### config.mk
export PLATFORM = sky130hd
export DESIGN_NAME = cg_idle_ctrl_flat
export DESIGN_NICKNAME = d
export VERILOG_FILES = /design/src/rtl/cg_idle_ctrl_if.sv /design/src/rtl/cg_idle_ctrl.sv /design/src/flat_wrapper.sv
export SDC_FILE = /design/constraint.sdc
export NUM_CORES = 1
export LEC_CHECK = 0
export CORE_UTILIZATION = 31
export DETAILED_ROUTE_END_ITERATION = 8
export PLACE_DENSITY = 0.49
export SLEW_MARGIN = 20
export SYNTH_ARGS = -nofsm -noshare
export SYNTH_HDL_FRONTEND = slang
export SYNTH_SLANG_ARGS = --single-unit
### constraint.sdc
create_clock -name clk -period 1.95 [get_ports clk]
set_input_delay 0.39 -clock clk [delete_from_list [all_inputs] [get_ports clk]]
set_output_delay 0.39 -clock clk [all_outputs]
set_load 0.02 [all_outputs]
### src/rtl/cg_idle_ctrl_if.sv
// cg_idle_ctrl_if
//   Bundles the activity/wake handshake and the gate-enable outputs of the
//   idle clock-gating controller.
//   master : requester side; drives busy, wake_req and force_on, and observes
//            gate_en, wake_ack, gated and state.
//   slave  : the controller; consumes the requests and drives the outputs.
//   Signals:
//     busy     - downstream activity, 1 = not idle
//     wake_req - level request for the clock, held until wake_ack
//     force_on - override, never gate while high
//     gate_en  - enable to the clock-gating cell (flop output)
//     wake_ack - level acknowledge, clock is on and stable
//     gated    - 1 while the clock is gated
//     state    - FSM state (RUN=0, IDLE_WAIT=1, GATED=2, WAKE=3)
interface cg_idle_ctrl_if;
  logic       busy;
  logic       wake_req;
  logic       force_on;
  logic       gate_en;
  logic       wake_ack;
  logic       gated;
  logic [1:0] state;

  modport master (
    output busy, wake_req, force_on,
    input  gate_en, wake_ack, gated, state
  );

  modport slave (
    input  busy, wake_req, force_on,
    output gate_en, wake_ack, gated, state
  );
endinterface

### src/rtl/cg_idle_ctrl.sv
// cg_idle_ctrl
//   Enable generator for a safe clock-gating cell. Counts consecutive idle
//   cycles and drops gate_en after IDLE_CYCLES of them; restores the clock on
//   any activity or wake request and acknowledges wake_req once the clock has
//   run for WAKE_CYCLES. Runs on the free-running clock.
//   Ports:
//     clk   - free-running clock, rising-edge
//     rst_n - synchronous active-low reset (clock on after reset)
//     bus   - cg_idle_ctrl_if.slave: busy/wake_req/force_on in,
//             gate_en/wake_ack/gated/state out
module cg_idle_ctrl #(
  parameter int IDLE_CYCLES = 8,
  parameter int WAKE_CYCLES = 2,
  parameter int CNT_W       = 4
) (
  input  logic           clk,
  input  logic           rst_n,
  cg_idle_ctrl_if.slave  bus
);

  typedef enum logic [1:0] {
    RUN       = 2'd0,
    IDLE_WAIT = 2'd1,
    GATED     = 2'd2,
    WAKE      = 2'd3
  } state_e;

  localparam logic [CNT_W-1:0] IDLE_LAST = CNT_W'(IDLE_CYCLES - 1);
  localparam logic [CNT_W-1:0] WAKE_LAST = CNT_W'(WAKE_CYCLES - 1);

  state_e           state_q, state_d;
  logic [CNT_W-1:0] cnt_q, cnt_d;
  logic             gate_en_q, gate_en_d;
  logic             gated_q, gated_d;
  logic             wake_ack_q, wake_ack_d;
  logic             idle;

  // A held wake request counts as activity, so it always keeps the clock on.
  assign idle = !bus.busy && !bus.wake_req && !bus.force_on;

  // State register; outputs are registered too so nothing reaches the gating
  // cell combinationally from the inputs.
  always_ff @(posedge clk) begin
    if (!rst_n) begin
      state_q    <= RUN;
      cnt_q      <= '0;
      gate_en_q  <= 1'b1;
      gated_q    <= 1'b0;
      wake_ack_q <= 1'b0;
    end else begin
      state_q    <= state_d;
      cnt_q      <= cnt_d;
      gate_en_q  <= gate_en_d;
      gated_q    <= gated_d;
      wake_ack_q <= wake_ack_d;
    end
  end

  // Next-state and shared idle/wake counter.
  always_comb begin
    state_d = state_q;
    cnt_d   = cnt_q;
    unique case (state_q)
      RUN: begin
        if (idle) begin
          state_d = IDLE_WAIT;
          cnt_d   = CNT_W'(1);
        end else begin
          cnt_d   = '0;
        end
      end
      IDLE_WAIT: begin
        if (!idle) begin
          state_d = RUN;
          cnt_d   = '0;
        end else if (cnt_q == IDLE_LAST) begin
          state_d = GATED;
          cnt_d   = '0;
        end else begin
          cnt_d   = cnt_q + 1'b1;
        end
      end
      GATED: begin
        if (!idle) begin
          state_d = WAKE;
          cnt_d   = '0;
        end
      end
      WAKE: begin
        // Inputs are ignored here: the settle period always runs in full.
        if (cnt_q == WAKE_LAST) begin
          state_d = RUN;
          cnt_d   = '0;
        end else begin
          cnt_d   = cnt_q + 1'b1;
        end
      end
      default: begin
        state_d = RUN;
        cnt_d   = '0;
      end
    endcase
  end

  // Next values of the registered outputs, derived from the transition so
  // gate_en rises on the same edge that leaves GATED.
  always_comb begin
    gate_en_d  = (state_d != GATED);
    gated_d    = (state_d == GATED);
    wake_ack_d = 1'b0;
    if (state_q == RUN || state_q == IDLE_WAIT ||
        (state_q == WAKE && state_d == RUN)) begin
      wake_ack_d = bus.wake_req;
    end
  end

  assign bus.gate_en  = gate_en_q;
  assign bus.gated    = gated_q;
  assign bus.wake_ack = wake_ack_q;
  assign bus.state    = state_q;

endmodule

### src/flat_wrapper.sv
// flat-port wrapper written by rule: the top's interface ports become plain ports
module cg_idle_ctrl_flat 
#(
  parameter int IDLE_CYCLES = 8,
  parameter int WAKE_CYCLES = 2,
  parameter int CNT_W       = 4
)
  (clk, rst_n, bus_busy, bus_wake_req, bus_force_on, bus_gate_en, bus_wake_ack, bus_gated, bus_state);
  cg_idle_ctrl_if bus_i ();
  input  logic clk;
  input  logic rst_n;
  input wire logic [$bits(bus_i.busy)-1:0] bus_busy;
  input wire logic [$bits(bus_i.wake_req)-1:0] bus_wake_req;
  input wire logic [$bits(bus_i.force_on)-1:0] bus_force_on;
  output wire logic [$bits(bus_i.gate_en)-1:0] bus_gate_en;
  output wire logic [$bits(bus_i.wake_ack)-1:0] bus_wake_ack;
  output wire logic [$bits(bus_i.gated)-1:0] bus_gated;
  output wire logic [$bits(bus_i.state)-1:0] bus_state;
  assign bus_i.busy = bus_busy;
  assign bus_i.wake_req = bus_wake_req;
  assign bus_i.force_on = bus_force_on;
  assign bus_gate_en = bus_i.gate_en;
  assign bus_wake_ack = bus_i.wake_ack;
  assign bus_gated = bus_i.gated;
  assign bus_state = bus_i.state;
  cg_idle_ctrl #(.IDLE_CYCLES(IDLE_CYCLES), .WAKE_CYCLES(WAKE_CYCLES), .CNT_W(CNT_W)) u_core (.clk(clk), .rst_n(rst_n), .bus(bus_i));
endmodule
* After elaboration in Yosys (flattened, before gate mapping)
Cells that the tools add are included.
** Cells by class
- Add/subtract/negate cells :: 1
- Equality and inequality tests :: 8
- Reductions and logical operators :: 11
- Mux-type cells :: 12
** Operators with widths (number)
- 4-bit 2-to-1 mux :: 4
- 4-bit case mux with 4 select lines :: 1
- 2-bit 2-to-1 mux :: 5
- 2-bit case mux with 4 select lines :: 1
- 2-bit == test (second input constant) :: 3
- 4-bit by 1-bit adder with 4-bit output (second input constant) :: 1
- 4-bit by 1-bit == test with 1-bit output (second input constant) :: 1
- 4-bit by 3-bit == test with 1-bit output (second input constant) :: 1
- 2-bit logical NOT :: 2
- 2-bit != test (second input constant) :: 2
- 1-bit logical AND :: 3
- 1-bit logical NOT :: 3
- 2-bit by 1-bit == test with 1-bit output (second input constant) :: 1
- 1-bit logical OR :: 2
- 2-bit AND reduction :: 1
- 1-bit 2-to-1 mux :: 1
** Word-level totals
- Output and inout port bits :: 5
- Bits in registers :: 9
- Bits of input ports :: 5
- Word-level logic and storage cells :: 37

* Longest topological paths before layout
- Word-level depth :: 9
- Gate-level depth with buffers :: 6
- Gate-level depth less buffers :: 6

* Worst setup path before layout
Ideal clock, no wire load.
- Kind :: flip-flop to flip-flop
- Start :: register u_core.state_q[1] (netlist: u_core.bus.state[1])
- End :: register u_core.cnt_q[0]
- Data required time :: 1886 ps
- Stages on the path, launching flop included :: 6
- Arrival :: 1340 ps
- Buffers on the path :: 1
- Library setup time :: 64 ps
- Period minus slack after synthesis :: 1404 ps
- Slack :: 546 ps
- Cell sequence :: dfxtp_1 > clkbuf_1 > nand2b_1 > o32a_4 > o32a_1 > nor2_1
** Between the ends
- Cells in the longest elaborated chain, start to end :: 2
- Elaborated cells between the ends (all ways) :: 6
- Those cells by class :: eq/ne: 4; mux: 1; reduce/logical: 1
** Ends and longest elaborated chain
- start: declaration :: RTL line cg_idle_ctrl.sv:31 : state_e state_q, state_d;
- start signal: assignment :: RTL line cg_idle_ctrl.sv:51 : state_q <= state_d;
- 2-bit == test, or another cell as far along :: RTL line cg_idle_ctrl.sv:63 : unique case (state_q)
- 4-bit case mux with 4 select lines / 2-bit != test (equally long branches)
- end signal: assignment :: RTL line cg_idle_ctrl.sv:52 : cnt_q <= cnt_d;
- end: declaration :: RTL line cg_idle_ctrl.sv:32 : logic [CNT_W-1:0] cnt_q, cnt_d;
Several ways; a longest one is shown, not always the timed one.
A chain may end at the register's enable or synchronous reset.

* Worst setup path in the final report
- Start :: register u_core.state_q[0] (netlist: u_core.bus.state[0])
- End :: output port bus_state[0]
** RTL lines
- end: declaration :: RTL line flat_wrapper.sv:18 : output wire logic [$bits(bus_i.state)-1:0] bus_state;
No word-level cell between the ends.

==> flow_summary.toml <==
[synthesis]
synth-edff-count = 0
syn_avg_cell_area_um2 = 8.85
synth_fp_nets = 60
netlist_area_um2 = 469
synth_ff_type = "dfxtp_1"
ys_types = 26
yosysWarnings = 0
yosysSeqAreaShare = 0.384
syn_inst = 53
ys_ff_latch = 9
synthArstFlopShare = 0

[worst_setup_path]
crit_required_ns = 1.56
cp.arrival_ns = 1.33
worstPathCellList = "clkdlybuf4s50_1"
critPathLaunch = "u_core.bus.state[0]"
critPathMaxFanout = 6
slowest_delay_ns = 0.65
crit_slowest_cell = "clkdlybuf4s50_1"
setup.worst_path.start_class = "flop"
critical_path_buf_inv_count = 1
cpLargestDelayFamily = "buffers and inverters"
critPathKind = "flop to primary output"
r2r_start = "u_core.cnt_q[0]"
end_kind = "primary output"

[pwr]
power.switching_uw = 79.7
p_comb_frac = 0.104
swShare = 0.218
power.leakage_uw = 0.000251
ir_worst_vdd_uv = 378
clkPwrFrac = 0.378
pwr-share-seq = 0.518
internal_power_uw = 287
p_per_area_nw_per_um2 = 581

[place]
io_buffers = 9
dpl.hpwl_um = 782
place_ws_ns = 0.0366
gp_congestion = 0.772

[cts]
htreeDepth = 1
cts_hold_buf = 0
path_clk_slew_ns = 0.06
cts-buffers-inserted = 3
post_cts_buffers = 0
cts_tree = "yes"
clock_latency_ns = 0.25
clockRootBuffer = "clkbuf_4"
cts_resized = 0
clock_sinks = 9
clockBufferDepth = 2

[sta]
tns_ns = 0
finClkSkew_ns = 0.000122
max_slew_margin = 0.740
min_period_over_period = 0.884
tightest_slew_ns = 0.389
layout_setup_ws_ns = 0.226
setup_viol = 0
period_needed_ns = 1.72
grt_setup_unrepaired = "no"
fmax_ghz = 0.580
hold_viol = 0
slew_violations = 0

[global_route]
grt_max_degree = 10
grt_usage = 0.157
grt_pass1_vias = 397
overflow = 0
antenna_found_initial = 0
grt_first_pass_wirelength_mm = 1.62

[outcome]
status = "completed"

[floorplan]
io_pins = 10
dieHeight_um = 40.9
rows = 13
core_um2 = 1350
dieArea_um2 = 1670
start_util = 0.348
die_w_um = 40.9

[final_layout]
drive_gt1_frac = 0.130
multi_input_comb_area_um2 = 274
area_delta_synth_final_pct = 34.4
finish.utilization = 0.467
fin_nets = 77
fillers = 133
antennaDiodeCount = 0
seq_area_um2 = 180

[routing]
via_per_inst = 5.40
first_pass_iters = 4
vias = 454
wl_mm = 1.01
antenna_left = 0
dr.first_iter.drc_count = 12
wl_per_cell_um = 12.0
drc_errors = 0

[flow_run]
drv_cap = 0

[worst_hold_path]
min_from = "u_core.cnt_q[2]"
hold_class = "flop to flop"
metrics by stage:
stage                     hold slack [ns]  power, uW  instances  cell area [um2]
after floorplan                     0.508        210         53              469
after global placement              0.567        233         80              604
after detailed placement            0.568        232         80              604
after CTS                           0.576        375         84              631
after global routing                0.608        389         84              631
final                               0.563        366         84              631
state kept, by name, indices dropped and copies added, names as in the netlist:
name / cells
u_core.bus.state: 2
u_core.cnt_q: 4
u_core.bus.gated: 1
u_core.bus.gate_en: 1
u_core.bus.wake_ack: 1
cells by family (layout without fill, tap and decap cells):
family          after synthesis  count (layout)  synth area share
simple gates                 22              22             0.267
compound gates               16              16             0.264
flops                         9               9             0.384
buf+inv                       4              20            0.0320
fa+ha+maj                     2               2            0.0533
power groups by stage:
stage / clock [uW] / combinational [uW] / sequential, uW
final: 138 / 38.0 / 190
after floorplan: 0 / 12.8 / 197
after global routing: 158 / 41.4 / 190
after global placement: 0 / 38.6 / 194
after detailed placement: 0 / 37.8 / 194
after CTS: 147 / 38.0 / 190
cell type report:
| class | instances | share of cell area |
|---|---|---|
| Multi-Input combinational cell | 40 | 0.435 |
| Clock buffer | 4 | 0.0417 |
| Timing Repair Buffer | 13 | 0.190 |
| Inverter | 3 | 0.0179 |
| Tap cell | 15 | 0.0298 |
| Sequential cell | 9 | 0.286 |
worst paths after layout:
check / to / slack, ns / cells past startpoint
max: bus_state[0] / 0.23 / 1
min: u_core.cnt_q[2] / 0.56 / 1
max reg2reg: u_core.cnt_q[0] / 0.43 / 5
min reg2reg: u_core.cnt_q[2] / 0.56 / 1
cell usage in the layout (no fill, tap or decap), types with 2 or more instances in the layout:
cell type | Yosys | layout
a21oi_1 | 4 | 4
and3_1 | 2 | 2
nand2_1 | 3 | 3
ha_1 | 2 | 2
nor3_1 | 2 | 2
clkbuf_4 | 0 | 3
o21ai_0 | 2 | 2
o32a_1 | 2 | 2
nor2b_1 | 3 | 3
buf_4 | 0 | 4
nand3_1 | 2 | 2
nand2b_1 | 2 | 2
dfxtp_1 | 9 | 9
clkdlybuf4s50_1 | 0 | 9
nor2_1 | 4 | 4
inv_1 | 3 | 3
Yosys cell counts, types with 2 or more instances:
master    n  area (um2)
nor2_1    4        15.0
inv_1     3        11.3
nand2b_1  2        12.5
o32a_1    2        20.0
nand2_1   3        11.3
nor2b_1   3        18.8
dfxtp_1   9         180
a21oi_1   4        20.0
nor3_1    2        10.0
and3_1    2        12.5
o21ai_0   2        10.0
nand3_1   2        10.0
ha_1      2        25.0
metal layers:
layer,routed length [um],global-route usage,vias up,share of wire
met5,0,0,-,0
met4,6,0.0250,0,0.0059
met3,59,0.0978,2,0.058
met2,498,0.270,14,0.49
met1,447,0.164,210,0.44
li1,-,-,228,-
No activity file was read; power rests on OpenSTA's default activity.
